[src/rtl/bcd_conv_pkg.sv]
// Shared types and constants for the sequential BCD-to-binary converter.
// Optional digit range checking is enabled by defining BCD_ERR_CHECK_EN.
package bcd_conv_pkg;

  typedef enum logic [1:0] {
    IDLE = 2'd0,
    CONV = 2'd1,
    DONE = 2'd2
  } state_t;

  localparam int          BCD_DIGIT_W   = 4;
  localparam logic [3:0]  BCD_MAX_DIGIT = 4'd9;

  // Smallest result width that holds every value of a 'digits'-digit decimal word.
  function automatic int bin_w_for(input int digits);
    longint unsigned p;
    p = 1;
    for (int i = 0; i < digits; i++) begin
      p = p * 10;
    end
    return $clog2(p);
  endfunction

endpackage

[src/rtl/bcd_mac10.sv]
// Combinational multiply-by-10-and-add step: acc_o = acc_i*10 + d_i, modulo 2^BIN_W.
// Built from two ripple-carry chains: (acc<<3)+(acc<<1), then + digit.
module bcd_mac10
  import bcd_conv_pkg::*;
#(
  parameter int BIN_W = 14
) (
  input  logic [BIN_W-1:0]       acc_i,
  input  logic [BCD_DIGIT_W-1:0] d_i,
  output logic [BIN_W-1:0]       acc_o
);

  // The result is truncated to BIN_W, and carries only flow upward, so bits
  // above BIN_W can never influence the kept bits and are not built.
  logic [BIN_W-1:0] x8;
  logic [BIN_W-1:0] x2;
  logic [BIN_W-1:0] dz;
  logic [BIN_W-1:0] s1;
  logic [BIN_W-1:0] s2;
  logic [BIN_W-1:0] c1;
  logic [BIN_W-1:0] c2;

  assign x8 = acc_i << 3;
  assign x2 = acc_i << 1;
  assign dz = {{(BIN_W-BCD_DIGIT_W){1'b0}}, d_i};

  assign c1[0] = 1'b0;
  assign c2[0] = 1'b0;

  for (genvar i = 0; i < BIN_W; i++) begin : g_ripple
    assign s1[i] = x8[i] ^ x2[i] ^ c1[i];
    assign s2[i] = s1[i] ^ dz[i] ^ c2[i];
    if (i < BIN_W - 1) begin : g_carry
      assign c1[i+1] = (x8[i] & x2[i]) | (c1[i] & (x8[i] ^ x2[i]));
      assign c2[i+1] = (s1[i] & dz[i]) | (c2[i] & (s1[i] ^ dz[i]));
    end
  end

  assign acc_o = s2;

endmodule

[src/rtl/bcd_binary_seq_ctrl.sv]
// Sequential multi-digit BCD-to-binary converter with valid/ready in and out.
// Define BCD_ERR_CHECK_EN to flag any digit above 9 on the err output.
module bcd_binary_seq_ctrl
  import bcd_conv_pkg::*;
#(
  parameter int DIGITS = 4,
  parameter int BIN_W  = 14
) (
  input  logic                          clk,
  input  logic                          rst,
  input  logic                          in_valid,
  output logic                          in_ready,
  input  logic [BCD_DIGIT_W*DIGITS-1:0] bcd_in,
  output logic                          out_valid,
  input  logic                          out_ready,
  output logic [BIN_W-1:0]              bin_out,
  output logic                          err
);

  // Handshakes: a transfer happens on a rising edge where valid and ready are
  // both high; a producer holds valid and data stable until that edge.
  localparam int SR_W  = BCD_DIGIT_W * DIGITS;
  localparam int CNT_W = $clog2(DIGITS);

  state_t                   state;
  logic [SR_W-1:0]          sreg;
  logic [BIN_W-1:0]         acc;
  logic [CNT_W-1:0]         cnt;
  logic [BCD_DIGIT_W-1:0]   digit;
  logic [BIN_W-1:0]         acc_next;

  assign digit = sreg[SR_W-1 -: BCD_DIGIT_W];

  bcd_mac10 #(.BIN_W(BIN_W)) u_mac10 (
    .acc_i (acc),
    .d_i   (digit),
    .acc_o (acc_next)
  );

`ifdef BCD_ERR_CHECK_EN
  logic err_l;
  logic err_r;
  logic digit_bad;

  assign digit_bad = (digit > BCD_MAX_DIGIT);
  assign err       = err_r;

  always_ff @(posedge clk) begin
    if (rst) begin
      err_l <= 1'b0;
      err_r <= 1'b0;
    end else begin
      case (state)
        IDLE: if (in_valid) err_l <= 1'b0;
        CONV: begin
          err_l <= err_l | digit_bad;
          if (cnt == CNT_W'(DIGITS - 1)) err_r <= err_l | digit_bad;
        end
        default: ;
      endcase
    end
  end
`else
  assign err = 1'b0;
`endif

  always_ff @(posedge clk) begin
    if (rst) begin
      state     <= IDLE;
      in_ready  <= 1'b1;
      out_valid <= 1'b0;
      bin_out   <= '0;
      acc       <= '0;
      cnt       <= '0;
      sreg      <= '0;
    end else begin
      case (state)
        IDLE: begin
          if (in_valid && in_ready) begin
            sreg     <= bcd_in;
            acc      <= '0;
            cnt      <= '0;
            in_ready <= 1'b0;
            state    <= CONV;
          end
        end
        CONV: begin
          acc  <= acc_next;
          sreg <= {sreg[SR_W-BCD_DIGIT_W-1:0], {BCD_DIGIT_W{1'b0}}};
          cnt  <= cnt + CNT_W'(1);
          if (cnt == CNT_W'(DIGITS - 1)) begin
            bin_out   <= acc_next;
            out_valid <= 1'b1;
            state     <= DONE;
          end
        end
        DONE: begin
          if (out_ready) begin
            out_valid <= 1'b0;
            in_ready  <= 1'b1;
            state     <= IDLE;
          end
        end
        default: begin
          state     <= IDLE;
          in_ready  <= 1'b1;
          out_valid <= 1'b0;
        end
      endcase
    end
  end

endmodule

[config.mk]
export PLATFORM = sky130hd
export DESIGN_NAME = bcd_binary_seq_ctrl
export DESIGN_NICKNAME = d
export VERILOG_FILES = /design/src/rtl/bcd_conv_pkg.sv /design/src/rtl/bcd_mac10.sv /design/src/rtl/bcd_binary_seq_ctrl.sv
export SDC_FILE = /design/constraint.sdc
export NUM_CORES = 1
export LEC_CHECK = 0
export CORE_UTILIZATION = 30
export DETAILED_ROUTE_END_ITERATION = 7
export PLACE_DENSITY_LB_ADDON = 0.12
export SLEW_MARGIN = 20
export SYNTH_ARGS = -nofsm -noshare
export SYNTH_HDL_FRONTEND = slang
export SYNTH_SLANG_ARGS = --single-unit
[constraint.sdc]
create_clock -name clk -period 5.2 [get_ports clk]
set_input_delay 1.04 -clock clk [delete_from_list [all_inputs] [get_ports clk]]
set_output_delay 1.04 -clock clk [all_outputs]
set_load 0.05 [all_outputs]
==> flow_summary.ini <==
[status]
status = completed

[setup_path]
setup.worst_path.start_class = flop
criticalPathCategory = flop to flop
critPathRequiredTime_ps = 5350
timing.critical_path.fanout_max = 3
crit_top_cell = fa_1
crit_slowest_cell = fa_1
path_cells = ha_1 -> inv_1 -> fa_1 -> fa_1 -> fa_1 -> fa_1 -> fa_1 -> fa_1 -> inv_1 -> fa_1 -> fa_1 -> fa_1 -> ha_1 -> xnor2_1 -> xnor2_1 -> a211oi_2
worstSetupEndpointType = flop
critPathArrivalTime_ps = 4620
crit_path_max_incr_delay_ps = 420

[clock_network]
cts_setup_buffers = 0
holdBufCountCts = 0
cts_tree = yes
clk_path_buf_depth = 2
cts_sinks = 49
cts_buffers = 5
root_buffer = clkbuf_8
cts_resized = 0
path_clk_slew_ps = 100
htree_levels = 2
clk_latency_ps = 310

[synthesis]
ys.warnings.count = 0
synth_top_area_cell = dfxtp_1
synth_compound_area_share_pct = 21.0
synthAdderAreaFrac_pct = 14.7
syn_area_um2 = 2520
yosys.area_share.simple_pct = 14.3
syn_nets = 328
synth_cells = 285
ys_seq_area_share_pct = 38.9
yosysUniqueCellTypes = 36
synth.mux.area_fraction_pct = 0
synth_area_per_cell_um2 = 8.85
synth.top_cell.area_share_pct = 38.9
synth.top_cells.by_area = dfxtp_1 (39%), nand2_1 (9.2%), fa_1 (8.7%)
synth_xor_area_share_pct = 1.04
synth_top_family_by_area = compound AO/OA/AOI/OAI gates
yosys_register_bits = 49

[sta]
finalMaxSlewViolations = 0
worst_slack_ps = 729
holdWs_ps = 457
fin_worst_skew_ps = 14.2
hold_viol_final = 0
rsz0062_at_grt = false
fmax_mhz = 224
period_needed_ps = 4470
max_slew_margin_pct = 32.3
setup_violations = 0
fin_setup_tns_ps = 0
timing.final.crit_share_pct = 86.0
worstMarginPinSlew_ps = 1020

[detailed_routing]
drcViolationCount = 0
vias = 1913
drtIter0Drc = 64
via_per_inst = 4.64
wirelength_um = 5230
dr.pass1.iters = 4
ant_nets = 0
routedWlPerCell_um = 12.7

[grt]
met3_usage_pct = 2.91
grt_use_met2_pct = 20.7
grt.total_usage_pct = 13.1
grt.busiest_layer = met2
grt_pass1_wl_um = 9000
antenna_found_initial = 0
grt_pass1_vias = 1869
grt_util_met1_pct = 17.5
gr-total-overflow = 0
grt_max_degree = 50

[cells_and_area]
syn2layout_area_growth_pct = 16.0
nNetsFinal = 349
diodes = 0
final_core_util_pct = 35.8
drive_gt1_share_pct = 7.82
n_fill_cell = 872
final_cell_area_um2 = 2930
final_cell_count_no_fill = 412

[die]
coreArea_um2 = 8180
initial_core_util_pct = 30.9
die-area_um2 = 8780
die_y_um = 93.7
io_pins = 37
rows = 33
die_width_um = 93.7

[place]
placed_area_um2 = 2830
gp_congestion = 0.757
dp_hpwl_um = 3530
place.port_buffers = 35
dp_slack_ps = 731
placed_cells = 404

[hold_path]
hp-class = flop to flop

[pwr]
power_leakage_nw = 1.07
power_density_nw_per_um2 = 254
power_mw = 0.745
ir_drop_v = 0.000102

[run]
cap_viol_max_count = 0
[logic make-up after synthesis]
group / after synthesis
buffers and inverters: 44
and+or+nand+nor: 81
adders and majority gates: 23
other: 1
xor gates and xnor gates: 3
AOI/OAI and AO/OA: 84
DFF: 49
[state kept, by name, summed over array words and instances (netlist names)]
| signal | count |
|---|---|
| sreg | 16 |
| bin_out | 14 |
| acc | 13 |
| cnt | 2 |
| state | 2 |
| in_ready | 1 |
| out_valid | 1 |
[routing by layer]
layer,wire length (um),vias to the layer above
met5,0,-
met4,75,0
met3,138,6
met2,2390,28
met1,2630,891
li1,-,988
[area by class of cell]
cell class / instances / area (um^2) / share of cell area [%]
multi-input cells: 192 / 1290 / 44.1
flip-flops and latches: 49 / 981 / 33.5
repair buffers: 35 / 345 / 11.8
well taps: 105 / 131 / 4.49
inverters: 23 / 86.3 / 2.95
clock buffers: 5 / 68.8 / 2.35
clock inverters: 3 / 25.0 / 0.855
[power breakdown]
group	switching [mW]	internal, mW
sequential	0.0139	0.393
combinational	0.0602	0.0424
clock	0.138	0.0973
[placed cells by master (no fill, tap or decap), types with 3 or more instances in the layout]
cell and count:
fa_1 11, a211oi_1 3, o21ai_0 17, dfxtp_1 49, inv_1 23, xnor2_1 3, clkdlybuf4s50_1 34, a311oi_1 12
nor2_1 8, ha_1 12, nand2_1 62, clkbuf_8 5, a21oi_1 37, a21oi_2 9
[Yosys cell counts (all sizes together)]
cell type	count
nor2b	1
a21oi	46
ha	12
or2b	1
a311oi	12
a211oi	4
o21bai	2
fa	11
and4bb	1
conb	1
and3b	1
a21boi	1
o21ai	17
nand2	62
a21o	1
nor3	1
nor2	9
and4b	1
clkbuf	7
nand3b	1
nand2b	3
dfxtp	49
buf	14
a2bb2oi	1
inv	23
xnor2	3
[path summary, 6_finish.rpt]
path | slack, ps | endpoint | from | cells after the start
worst min register to register | 460 | bin_out[7] | bin_out[7] | 2
worst max register to register | 730 | bin_out[13] | acc[0] | 16
worst max-delay path | 730 | bin_out[13] | acc[0] | 16
worst min-delay path | 460 | bin_out[7] | bin_out[7] | 2
[critical path, delay by kind of cell (launching register included)]
| family | cells | cell delay [ps] |
|---|---|---|
| AOI/OAI and AO/OA | 1 | 80 |
| xor gates and xnor gates | 2 | 310 |
| adders and majority gates | 11 | 3440 |
| buffers and inverters | 2 | 110 |
| DFF | 1 | 370 |
Note: power is estimated with default switching activity, not from simulation.
